**src/rtl/pipeline_pkg.sv**
```systemverilog
// Shared definitions for the pipeline hazard/flush/halt controller:
// FSM state encoding and the hard-wired zero register index.
package pipeline_pkg;

    typedef enum logic [1:0] {
        RUN    = 2'd0,
        DRAIN  = 2'd1,
        HALTED = 2'd2
    } pipe_state_e;

    localparam int REG0 = 0;

endpackage

```
**src/rtl/hazard_detect.sv**
```systemverilog
// Load-use hazard comparator: the instruction in ID reads a register that the
// load currently in EX has not yet produced. Writes to R0 never create a hazard.
module hazard_detect
    import pipeline_pkg::*;
#(
    parameter int REG_ADDR_W = 5
) (
    input  logic [REG_ADDR_W-1:0] id_rs,
    input  logic [REG_ADDR_W-1:0] id_rt,
    input  logic                  id_uses_rs,
    input  logic                  id_uses_rt,
    input  logic [REG_ADDR_W-1:0] ex_rw,
    input  logic                  ex_mem_read,
    output logic                  hazard
);

    logic w_rs_match;
    logic w_rt_match;
    logic w_rw_nonzero;

    assign w_rw_nonzero = (ex_rw != REG_ADDR_W'(REG0));
    assign w_rs_match   = id_uses_rs && (id_rs == ex_rw);
    assign w_rt_match   = id_uses_rt && (id_rt == ex_rw);
    assign hazard       = ex_mem_read && w_rw_nonzero && (w_rs_match || w_rt_match);

endmodule

```
**src/rtl/pipeline_control.sv**
```systemverilog
// Pipeline control: load-use stall, taken-branch flush, HALT drain/resume FSM.
// Optional perf counters are built only when PIPELINE_CONTROL_PERF_EN is defined.
module pipeline_control
    import pipeline_pkg::*;
#(
    parameter int REG_ADDR_W   = 5,
    parameter int CNT_W        = 16,
    parameter int DRAIN_CYCLES = 3
) (
    input  logic                  clock,
    input  logic                  reset_n,
    input  logic [REG_ADDR_W-1:0] id_rs,
    input  logic [REG_ADDR_W-1:0] id_rt,
    input  logic                  id_uses_rs,
    input  logic                  id_uses_rt,
    input  logic                  id_branch_taken,
    input  logic                  id_halt,
    input  logic [REG_ADDR_W-1:0] ex_rw,
    input  logic                  ex_mem_read,
    input  logic                  resume,
    output logic                  pc_write,
    output logic                  if_id_write,
    output logic                  if_id_flush,
    output logic                  id_ex_bubble,
    output logic                  halted,
    output logic [CNT_W-1:0]      stall_cnt,
    output logic [CNT_W-1:0]      flush_cnt
);

    localparam int DRAIN_W = (DRAIN_CYCLES > 2) ? $clog2(DRAIN_CYCLES) : 1;

    pipe_state_e        r_state;
    pipe_state_e        w_next_state;
    logic [DRAIN_W-1:0] r_drain_cnt;
    logic [DRAIN_W-1:0] w_drain_next;
    logic               r_halted;
    logic               w_hazard;

    hazard_detect #(.REG_ADDR_W(REG_ADDR_W)) u_hazard_detect (
        .id_rs       (id_rs),
        .id_rt       (id_rt),
        .id_uses_rs  (id_uses_rs),
        .id_uses_rt  (id_uses_rt),
        .ex_rw       (ex_rw),
        .ex_mem_read (ex_mem_read),
        .hazard      (w_hazard)
    );

    always_ff @(posedge clock or negedge reset_n) begin
        if (!reset_n) begin
            r_state     <= RUN;
            r_drain_cnt <= '0;
            r_halted    <= 1'b0;
        end else begin
            r_state     <= w_next_state;
            r_drain_cnt <= w_drain_next;
            r_halted    <= (w_next_state == HALTED);
        end
    end

    // Stall beats branch beats halt; the HALT itself flows into ID/EX unbubbled.
    always_comb begin
        w_next_state = r_state;
        w_drain_next = r_drain_cnt;
        pc_write     = 1'b1;
        if_id_write  = 1'b1;
        if_id_flush  = 1'b0;
        id_ex_bubble = 1'b0;
        case (r_state)
            RUN: begin
                if (w_hazard) begin
                    pc_write     = 1'b0;
                    if_id_write  = 1'b0;
                    id_ex_bubble = 1'b1;
                end else if (id_branch_taken) begin
                    if_id_flush = 1'b1;
                end else if (id_halt) begin
                    pc_write     = 1'b0;
                    if_id_write  = 1'b0;
                    w_drain_next = DRAIN_W'(DRAIN_CYCLES - 1);
                    w_next_state = DRAIN;
                end
            end
            DRAIN: begin
                pc_write     = 1'b0;
                if_id_write  = 1'b0;
                id_ex_bubble = 1'b1;
                if (r_drain_cnt == '0) begin
                    w_next_state = HALTED;
                end else begin
                    w_drain_next = r_drain_cnt - DRAIN_W'(1);
                end
            end
            HALTED: begin
                pc_write     = 1'b0;
                if_id_write  = 1'b0;
                id_ex_bubble = 1'b1;
                if (resume) begin
                    if_id_flush  = 1'b1;
                    w_next_state = RUN;
                end
            end
            default: begin
                w_next_state = RUN;
            end
        endcase
    end

    assign halted = r_halted;

`ifdef PIPELINE_CONTROL_PERF_EN
    logic [CNT_W-1:0] r_stall_cnt;
    logic [CNT_W-1:0] r_flush_cnt;
    logic             w_stall;

    assign w_stall = (r_state == RUN) && w_hazard;

    // Saturating counters: they stick at all-ones rather than wrapping.
    always_ff @(posedge clock or negedge reset_n) begin
        if (!reset_n) begin
            r_stall_cnt <= '0;
            r_flush_cnt <= '0;
        end else begin
            if (w_stall && (r_stall_cnt != '1)) begin
                r_stall_cnt <= r_stall_cnt + CNT_W'(1);
            end
            if (if_id_flush && (r_flush_cnt != '1)) begin
                r_flush_cnt <= r_flush_cnt + CNT_W'(1);
            end
        end
    end

    assign stall_cnt = r_stall_cnt;
    assign flush_cnt = r_flush_cnt;
`else
    assign stall_cnt = '0;
    assign flush_cnt = '0;
`endif

endmodule

```
**config.mk**
```make
export PLATFORM = sky130hd
export DESIGN_NAME = pipeline_control
export DESIGN_NICKNAME = d
export VERILOG_FILES = /design/src/rtl/pipeline_pkg.sv /design/src/rtl/hazard_detect.sv /design/src/rtl/pipeline_control.sv
export SDC_FILE = /design/constraint.sdc
export NUM_CORES = 1
export LEC_CHECK = 0
export BUFFER_PORTS_ARGS = -buffer_cell sky130_fd_sc_hd__buf_2
export CAP_MARGIN = 20
export CORE_MARGIN = 4
export CORE_UTILIZATION = 43
export DETAILED_ROUTE_END_ITERATION = 8
export PLACE_DENSITY = 0.85
export SYNTH_ARGS = -nofsm -noshare
export SYNTH_HDL_FRONTEND = slang
export SYNTH_SLANG_ARGS = --single-unit
```
**constraint.sdc**
```tcl
create_clock -name clock -period 2.7 [get_ports clock]
set_clock_uncertainty 0.05 [all_clocks]
set_input_delay 0.27 -clock clock [delete_from_list [all_inputs] [get_ports clock]]
set_output_delay 0.27 -clock clock [all_outputs]
set_load 0.02 [all_outputs]
```
==> results.txt <==
* First-pass GRT wire length: between 2000 and 2500 um
- The number of antenna violations at the first check in global routing came to 0.
* Clock Tree Root: clkbuf_4
* Worst r2r dst: halted$_DFF_PN0_
- The detailed router finished its first iteration with 8 violations.
* Count of distinct cell types in the synthesized netlist: 30
- Summing internal, switching and leakage power gives about 630 uW.
- Max-slew violations: 0
* Max-capacitance violation count: 0
- For this run, the register share of the synthesized area comes to 0.1550.
* GRT Resource Usage Total: 0.1108
- For this configuration, the core starts out at a cell density of 0.4624.
- In this run, synthesis inferred 0 flip-flops with an integrated enable.
- In this run the critical register-to-register path is launched from r_state[1]$_DFF_PN0_.
- Setup TNS: 0 ns
- Total number of vias: around 640
- Power density over the cells: between 700 and 800 nW/um^2
- HP Class: input port to async pin
- Netlist area before placement: 807.0 sq um
- Post-DP HPWL: around 1300 um
- Register bit total from synthesis: 5
- Yosys attributes the largest share of cell area to buf_4 31%, dfrtp_1 16%, xor2_1 8.7%.
* Number of global-route vias before repair: between 500 and 600
* Cts-stage hold buffer count: 1
- Once the clock tree was built, the setup fixing pass inserted 0 buffers.
- Crit path launch type: input port
- Y dimension of the die: slightly above 50 um
- Worst-path fanout max: 6
- Met3 wire length: about 200 um
- The critical path is of the input port to output port type.
- Area of the die: roughly 2600 sq um
- Share of post-route cells with drive strength above 1: 0.2720
* Cell count after placement: about 150
- The clock passes through at most 2 buffers.
- After the last flow step, the layout net total stands at around 150.
- During I/O placement, the number of pins put on the boundary was 60.
* Clock sink count: 5
- In the synthesized netlist, the number of instances is 97.
- Clock latency reported for the late side of the worst-skew pair: 0.25 ns
- Crit path arrival time: 1.75 ns
- The highest metal layer carrying signal wires in the routed design is met3.
- For this run, the number of Yosys warnings is 0.
- Counting cells, the worst reg-to-reg path comes to 7.
- The detailed router put a total of between 500 and 600 um of wire on met1.
- Antenna cells: 0
* Crit. End Element: output port
- Fin. Hold Viols: 0
* Most frequently used cell type in the post-synthesis netlist: buf_4
- Maximum number of pins on one net before global-route repair: 8
* Dominant register cell in the synthesized netlist: dfrtp_1
* Detail-routed via count per cell: 4.287
- Core Rows: 15
* Routed Wire Length: between 1500 and 2000 um
* Post-CTS sizing: 0
- Dividing the final minimum period by the clock period gives 0.7683.
- At the worst endpoint, the required time is between 2 and 2.5 ns.
- Routability-driven placement finished with a final weighted congestion of between 0.8 and 0.9.
- Result of the run: finished, final reports clean
- Detailed route wirelength on metal2: around 760 um
- Synth top cells by count: 33 x buf_4, 8 x xor2_1, 7 x inv_1, 5 x dfrtp_1, 5 x ha_1
* Antenna viol nets, final: 0
- After clock tree synthesis, the clock-pin slew on the worst setup and hold paths is ~0.05 ns.
- Std-Cell Core Area: 1745 sq um
* TritonCTS clock tree: done
* Fraction of synthesis flops using an asynchronous set or reset pin: 1.000
- VDD sags by at most between 0.0002 and 0.0003 V.
- The first detailed-routing pass took 4 iterations.
* Routed WL per cell: 10.01 um
- # port buffers: 27
- Unrepaired setup endpoints after global routing: false
* Area added between synthesis and finish: 6.977%
- The share of synthesized area in the top cell type comes to 0.3070.
- Deepest level of the CTS H-tree: 1
* Library cell occupying the most area in the post-synthesis netlist: buf_4
* Clock buffers created by TritonCTS: 3
- In this run the mean area of a mapped cell was approximately 8.3 sq um.
- Die boundary width: around 51 um
* Leakage power: roughly 0.48 nW
- The finished layout holds 150 standard cells, fillers aside.
- Timing would allow up to 482.1 MHz.
* Minimum clock period: about 2.1 ns
- Grt total ovfl: 0
- Post-route DRC: 0
- Reg-to-reg setup timing slack: roughly 0.73 ns
- Setup violations remaining at the end of the flow were counted as 0.
-- logic make-up after synthesis --
group / after synthesis / share of synthesized area
adder cells (fa/ha/maj): 5 / 0.07752
flip-flops: 5 / 0.1550
other: 1 / 0.004647
AND/OR/NAND/NOR: 15 / 0.1070
buffers and inverters: 42 / 0.3581
XOR/XNOR: 10 / 0.1085
multiplexers: 3 / 0.03876
AO/OA/AOI/OAI: 16 / 0.1504
-- worst max-delay path, cell delays in order --
cell and delay, ns:
buf_2 0.12, or4_1 0.51, o21ai_0 0.24, or2_1 0.25, o2bb2ai_1 0.16, buf_2 0.19
-- flip-flops by register name (all words and copies together), names as in the netlist --
name	cells
r_state	2
r_drain_cnt	2
halted	1
-- power by group --
| part | total, mW | internal (mW) | leakage, nW | switching (mW) |
|---|---|---|---|---|
| Sequential | 0.123 | 0.104 | 0.0625 | 0.0187 |
| Combinational | 0.422 | 0.160 | 0.398 | 0.262 |
| Clock | 0.0873 | 0.0559 | 0.0150 | 0.0314 |
| Total | 0.632 | 0.320 | 0.475 | 0.312 |
-- per-layer routing --
layer  track usage  vias up
met5             0        -
met4       0.03057        0
met3       0.04956        0
met2        0.1845       40
met1        0.1279      288
li1              -      315
-- layout make-up --
cell class | instances | area, sq um
repair buffers | 28 | 145.1
flip-flops and latches | 5 | 125.1
multi-input cells | 81 | 509.2
well taps | 25 | 31.28
clock buffers | 4 | 26.28
inverters | 7 | 26.28
fillers | 172 | 882.1
-- metrics by stage --
step / util / setup WS [ns] / cell area [sq um] / hold WS (ns)
after global placement: 0.4738 / 0.6569 / 827.0 / 0.03493
after floorplan: - / 0.6708 / 923.4 / -0.07559
after detailed placement: 0.4738 / 0.6126 / 827.0 / 0.03722
after global routing: 0.4946 / 0.4973 / 863.3 / 0.3298
final: 0.4946 / 0.6256 / 863.3 / 0.3123
after CTS: 0.4946 / 0.6100 / 863.3 / 0.3174
-- worst max-delay path by stage --
| stage | depth (start not counted) | end | start |
|---|---|---|---|
| after floorplan | 6 | pc_write | ex_rw[1] |
| final | 6 | pc_write | ex_rw[1] |
| after CTS | 6 | pc_write | ex_rw[1] |
| after detailed placement | 6 | pc_write | ex_rw[1] |
| after global placement | 6 | pc_write | ex_rw[1] |
| after global routing | 6 | pc_write | ex_rw[1] |
-- cell usage in the layout (no fill, tap or decap), types with 2 or more instances in the layout --
master      n
nand2_1     4
inv_1       7
mux2i_1     2
o21ai_0     4
clkbuf_4    3
dfrtp_1     5
a32oi_1     2
nor2_1      2
a21o_1      2
ha_1        5
o2bb2ai_1   2
conb_1     32
xnor2_1     2
buf_2      27
xor2_1      8
nor2b_1     3
No activity file was read; power rests on OpenSTA's default activity.
